===== config.mk =====
export PLATFORM = sky130hd
export DESIGN_NAME = exec_trace_buffer
export DESIGN_NICKNAME = d
export VERILOG_FILES = /design/src/rtl/exec_trace_buffer.sv
export SDC_FILE = /design/constraint.sdc
export NUM_CORES = 1
export LEC_CHECK = 0
export ABC_AREA = 1
export BUFFER_PORTS_ARGS = -buffer_cell sky130_fd_sc_hd__buf_4
export CORE_MARGIN = 3
export CORE_UTILIZATION = 65
export DETAILED_ROUTE_END_ITERATION = 10
export HOLD_SLACK_MARGIN = 0.08
export PLACE_DENSITY = 0.83
export SYNTH_ARGS = -nofsm -noshare
export SYNTH_HDL_FRONTEND = slang
export SYNTH_SLANG_ARGS = --single-unit

===== constraint.sdc =====
create_clock -name clk -period 5.3 [get_ports clk]
set_clock_uncertainty 0.05 [all_clocks]
set_input_delay 1.06 -clock clk [delete_from_list [all_inputs] [get_ports clk]]
set_output_delay 1.06 -clock clk [all_outputs]
set_load 0.005 [all_outputs]

===== src/rtl/exec_trace_buffer.sv =====
// Circular execution-trace capture: records {pc, regs} on each retire while armed,
// then dumps the history oldest-first over a valid/ready port once the post-trigger window closes.
module exec_trace_buffer #(
    parameter int DATA_W     = 8,
    parameter int ADDR_W     = 8,
    parameter int NUM_REGS   = 3,
    parameter int DEPTH      = 16,
    parameter int POST_COUNT = 8
) (
    input  logic                                clk,
    input  logic                                reset,
    input  logic                                arm,
    input  logic                                abort,
    input  logic                                trig_mode,
    input  logic [ADDR_W-1:0]                   trig_pc,
    input  logic [ADDR_W-1:0]                   pc,
    input  logic                                pc_valid,
    input  logic [NUM_REGS*DATA_W-1:0]          regs,
    output logic                                rd_valid,
    input  logic                                rd_ready,
    output logic [ADDR_W+NUM_REGS*DATA_W-1:0]   rd_data,
    output logic                                rd_last,
    output logic [1:0]                          state,
    output logic                                done
);

    localparam int PTR_W = $clog2(DEPTH);
    localparam int RD_W  = ADDR_W + NUM_REGS * DATA_W;
    localparam logic [PTR_W:0] DEPTH_L = (PTR_W+1)'(DEPTH);
    localparam logic [PTR_W:0] POST_L  = (PTR_W+1)'(POST_COUNT);
    localparam logic [PTR_W:0] ONE_L   = (PTR_W+1)'(1);

    typedef enum logic [1:0] {
        S_IDLE  = 2'd0,
        S_ARMED = 2'd1,
        S_POST  = 2'd2,
        S_DUMP  = 2'd3
    } state_t;

    state_t             st, st_nxt;
    logic [PTR_W-1:0]   wr_ptr;
    logic [PTR_W:0]     fill;
    logic [PTR_W:0]     post_cnt;
    logic [PTR_W:0]     rd_cnt;
    logic [PTR_W-1:0]   rd_idx;
    logic [RD_W-1:0]    mem [DEPTH];

    logic trigger, capturing, wr_en, handshake;

    assign trigger   = pc_valid && (!trig_mode || (pc == trig_pc));
    assign capturing = (st == S_ARMED) || (st == S_POST);
    assign wr_en     = capturing && pc_valid && !abort;

    // wr_ptr and fill are frozen during the dump, so the oldest entry is wr_ptr - fill.
    assign rd_idx    = wr_ptr - fill[PTR_W-1:0] + rd_cnt[PTR_W-1:0];
    assign rd_valid  = (st == S_DUMP);
    assign rd_data   = rd_valid ? mem[rd_idx] : '0;
    assign rd_last   = rd_valid && (rd_cnt == fill - ONE_L);
    assign handshake = rd_valid && rd_ready;
    assign done      = handshake && rd_last && !abort;
    assign state     = st;

    // NOTE: sequential state uses non-blocking assignments so every register samples pre-edge values.
    always_ff @(posedge clk) begin
        if (reset) st <= S_IDLE;
        else       st <= st_nxt;
    end

    // NOTE: next state defaults to the current state first, so no path leaves it unassigned (no latch).
    always_comb begin
        st_nxt = st;
        unique case (st)
            S_IDLE:  if (arm) st_nxt = S_ARMED;
            S_ARMED: if (trigger) st_nxt = (POST_L == ONE_L) ? S_DUMP : S_POST;
            S_POST:  if (pc_valid && (post_cnt + ONE_L == POST_L)) st_nxt = S_DUMP;
            S_DUMP:  if (handshake && rd_last) st_nxt = S_IDLE;
            default: st_nxt = S_IDLE;
        endcase
        if (abort) st_nxt = S_IDLE;
    end

    always_ff @(posedge clk) begin
        if (reset) begin
            wr_ptr   <= '0;
            fill     <= '0;
            post_cnt <= '0;
            rd_cnt   <= '0;
        end else begin
            if (st == S_IDLE && arm && !abort) begin
                wr_ptr   <= '0;
                fill     <= '0;
                post_cnt <= '0;
                rd_cnt   <= '0;
            end
            if (wr_en) begin
                wr_ptr <= wr_ptr + 1'b1;
                if (fill != DEPTH_L) fill <= fill + ONE_L;
                if (st == S_ARMED && trigger) post_cnt <= ONE_L;
                else if (st == S_POST)        post_cnt <= post_cnt + ONE_L;
            end
            if (handshake) rd_cnt <= rd_cnt + ONE_L;
        end
    end

    // NOTE: the trace array has no reset; fill bounds what is ever read back, so stale words are never seen.
    always_ff @(posedge clk) begin
        if (wr_en) mem[wr_ptr] <= {pc, regs};
    end

endmodule

# After elaboration in Yosys (flattened, before gate mapping)
# Memories as Yosys holds them, arrays and structs flattened.
# Index checks and enable logic that the tools add are counted.
# op_classes
n_addsub	7
n_eq_ne	11
mux	19
reduce_logical	20
# op_table
operator	count
2-to-1 mux 5 bit	9
2-to-1 mux 32 bit	1
adder 5 x 1 -> 5 bit, second input constant	3
logical AND 1 bit	11
== test 8 bit	1
2-to-1 mux 2 bit	4
2-to-1 mux 4 bit	2
one-hot mux 2 bit (4 select lines)	1
inequality test 2 bit, second input constant	3
== test 5 x 4 -> 1 bit, second input constant	1
== test 5 bit	1
inequality test 5 bit, second input constant	1
subtractor 5 x 1 -> 5 bit, second input constant	1
adder 4 x 1 -> 4 bit, second input constant	1
adder 4 bit	1
== test 2 bit, second input constant	2
AND reduction 4 bit	1
nonzero test 2 bit	2
subtractor 4 bit	1
== test 2 x 1 -> 1 bit, second input constant	1
logical NOT 1 bit	2
logical NOT 2 bit	1
logical OR 1 bit	2
2-to-1 mux 1 bit	2
2 further kinds	2
# totals
ff_bits	21
ramBits	512
inputBits	47
out_inout_bits	37
memories	1
# memory_table
memory	words	width	read_ports	rd_ports_with_merged_regs	wr	line_no	source
mem	16	32	1	0	1	46	logic [RD_W-1:0] mem [DEPTH];

# Longest topological paths before layout
# logic_depth
ltp_word	7
mapped_depth	17
mapped_depth_nobuf	14

# Worst setup path after synthesis
# No wires, ideal clock.
# synth_path
path_type	register to output
start	register wr_ptr[1]
end	output port rd_data[30]
t_arrival_ns	2.677
setup_slack_ns	1.513
stages_incl_launch_ff	15
path_cell_list	dfxtp_1 > inv_1 > fa_1 > inv_1 > fa_1 > buf_2 > inv_1 > buf_2 > clkbuf_1 > buf_2 > nand2_1 > nand3_1 > nand2_1 > a21oi_1 > nor2_1
# synth_via
elab_chain_cells	4
# synth_lines
element	line_no	source
start, declared	41	logic [PTR_W-1:0] wr_ptr;
start signal, assigned	96	wr_ptr <= wr_ptr + 1'b1;
subtractor 4 bit	55	assign rd_idx = wr_ptr - fill[PTR_W-1:0] + rd_cnt[PTR_W-1:0];
adder 4 bit	55	
memory read (16 x 32 bit)	-	
2-to-1 mux 32 bit	57	assign rd_data = rd_valid ? mem[rd_idx] : '0;
end, declared	21	output logic [ADDR_W+NUM_REGS*DATA_W-1:0] rd_data,
# No other way between the ends.

# Final worst setup path
# layout_path
start	register wr_ptr[1]
end	output port rd_data[29]
# The elaborated chain is that of the path after synthesis.

==> metrics.cfg <==
[critical_path]
worst-path-buf-inv = 4
critical-path-top-delay-family = adder cells
cp_max_fo = 64
cp.required_ns = 4.19
reg2reg_slack_ns = 1.80
slowest_delay_ns = 0.64
cp.arrival_ns = 3.93
start_kind = register
cp-end-kind = output pin
path_cells = inv_1, fa_1, inv_1, fa_2, buf_4, o21ai_0, nand2_1, nand2_1, nand3_1, nand2_1, nor2_1, buf_4
crit_type = register to output pin
crit_slowest_cell = buf_4
crit_top_cell = nand2_1

[place]
gp_congestion = 0.8274
dp_hpwl_um = 28210
place_ws_ns = 0.7997
port_buffers = 83

[synthesis]
syn_inst = 1852
yosys_register_bits = 533
ys_async_sr_fraction_pct = 0
yosys.area.top_type = edfxtp_1
yosysUniqueCellTypes = 30
synth_commonest_cells = 512 x edfxtp_1, 303 x nand2_1, 204 x o21ai_0
synthDominantCellAreaShare_pct = 67.51
seq_area_frac_synth_pct = 69.36
syn_nets = 1920
avgSynthCellArea_um2 = 12.30
netlist_top_cells_area = edfxtp_1 68%, nand2_1 5.0%, o21ai_0 4.5%
syn-cell-area_um2 = 22770
ys_warn_count = 0
synth_most_common_cell = edfxtp_1
ys.flop_type = edfxtp_1
synth_edf_count = 512

[floorplanning]
die_h_um = 193.2
initial_core_util_pct = 66.91
fp.dieW_um = 193.2
fp.dieArea_um2 = 37320
core_area_um2 = 34040
rows = 67
io_pins = 84

[run_status]
status = completed

[hold_path]
hp-class = register to register

[sta]
finalHoldViolations = 0
fin_crit_ns = 5.036
slew_viol_final = 0
achievable-frequency_mhz = 198.6
worst_pin_slew_ns = 0.9875
rsz0062_at_grt = false
tns_ns = 0
timing.final.ws_setup_ns = 0.2641
setup_viol = 0
post-route-period-util_pct = 95.02
slew_headroom_pct = 34.01

[cts]
cts_tree = yes
cts.repair.resized = 0
clkLatencyLatePin_ns = 0.57
cts_htree_levels = 2
clk_pin_slew_ns = 0.06
cts_setup_buffers = 0
cts_hold_buf = 0
clockRootBuffer = clkbuf_16
cts.sinks = 533
clk_path_buf_depth = 3
cts_buffers = 51

[layout]
final_nets = 1997
final_util_pct = 74.73
synthToLayoutAreaGrowth_pct = 11.69
drive_gt1_share_pct = 14.13
n_fill_cell = 2083
diodes = 0

[grt]
grt_use_total_pct = 28.23
grt-ovfl-total = 0
grt_max_degree = 115
grt_pass1_wl_um = 79570
grt_pass1_vias = 14540
antenna_found_initial = 0

[routing]
via_per_inst = 6.070
wl_um = 52090
drtIter0Drc = 1670
drc = 0
ant_nets = 0
drt-pass1-iter-count = 5
wl_per_cell_um = 21.56
vias = 14660

[power]
vdd_drop_max_uv = 281.0
p_per_area_nw_per_um2 = 342.6
p_leak_nw = 9.313
power_w = 0.008713

[job]
cap_violations = 0

[per-layer routing]
layer,global-route usage (%),share of wire [%],vias up
met1,37.03,38,7042
met2,47.76,50,788
met4,11.71,3.3,0
li1,-,-,6697
met5,0,0,-
met3,4.339,9.0,137
[metrics by stage]
stage | instances | hold WS, ns | instance area [um2]
after global placement | 2324 | 0.4326 | 23950
after floorplan | 1852 | 0.4175 | 22770
after detailed placement | 2324 | 0.4329 | 23950
final | 2416 | 0.4434 | 25430
after CTS | 2416 | 0.4423 | 25430
after global routing | 2416 | 0.4600 | 25430
[layout make-up]
class	count	area, um2	area share [%]
sequential	533	15800	62.10
multi-input combinational	1046	5897	23.18
clock buffer	66	1333	5.239
timing repair buffer	126	1046	4.113
inverter	171	649.4	2.553
tap	448	560.5	2.204
clock inverter	26	153.9	0.6051
[state kept, by name, summed over array words and instances (netlist names)]
name	flops
post_cnt	5
mem	512
wr_ptr	4
state	2
fill	5
rd_cnt	5
[worst reg2reg max path: stages (launching register included)]
cell	delay, ns
dfxtp_1	0.41
inv_1	0.14
ha_1	0.34
nand3_1	0.20
inv_1	0.37
nand2_1	0.39
nor2_4	0.87
buf_4	0.41
[where the power goes]
part / switching (W) / internal [W]
Sequential: 0.00000664 / 0.00463
Combinational: 0.000483 / 0.000269
Clock: 0.00151 / 0.00182
[path summary, 6_finish.rpt]
kind / start / end / cells after the start
worst max-delay path: wr_ptr[1] / rd_data[29] / 12
worst min register to register: wr_ptr[2] / wr_ptr[2] / 2
worst max register to register: state[0] / mem[11][13] / 7
worst min-delay path: wr_ptr[2] / wr_ptr[2] / 2
[logic make-up after synthesis]
family	after synthesis	share of synthesized area, %
AND/OR/NAND/NOR	498	8.928
flip-flops	533	69.36
AO/OA/AOI/OAI	385	8.560
XOR/XNOR	14	0.5384
buffers and inverters	273	5.384
multiplexers	128	5.978
adder cells (fa/ha/maj)	21	1.253
[layout by cell type (no fill, tap or decap), drive strengths merged]
cell type  netlist  routed
edfxtp         512     512
nand2          305     305
o21ai          204     204
inv            171     175
a21oi          173     173
buf             75     126
nand3          113     113
nor2            73      73
clkbuf          27      66
mux2i           64      64
mux2            64      64
dfxtp           21      21
clkinv           0      20
ha              18      18
xnor2           10      10
nand4            5       5
xor2             4       4
a211oi           3       3
fa               3       3
o21a             2       2
and2             1       1
o2111a           1       1
nor4             1       1
o211ai           1       1
a31oi            1       1
bufinv           0       1
clkinvlp         0       1
No activity file was read; power rests on OpenSTA's default activity.
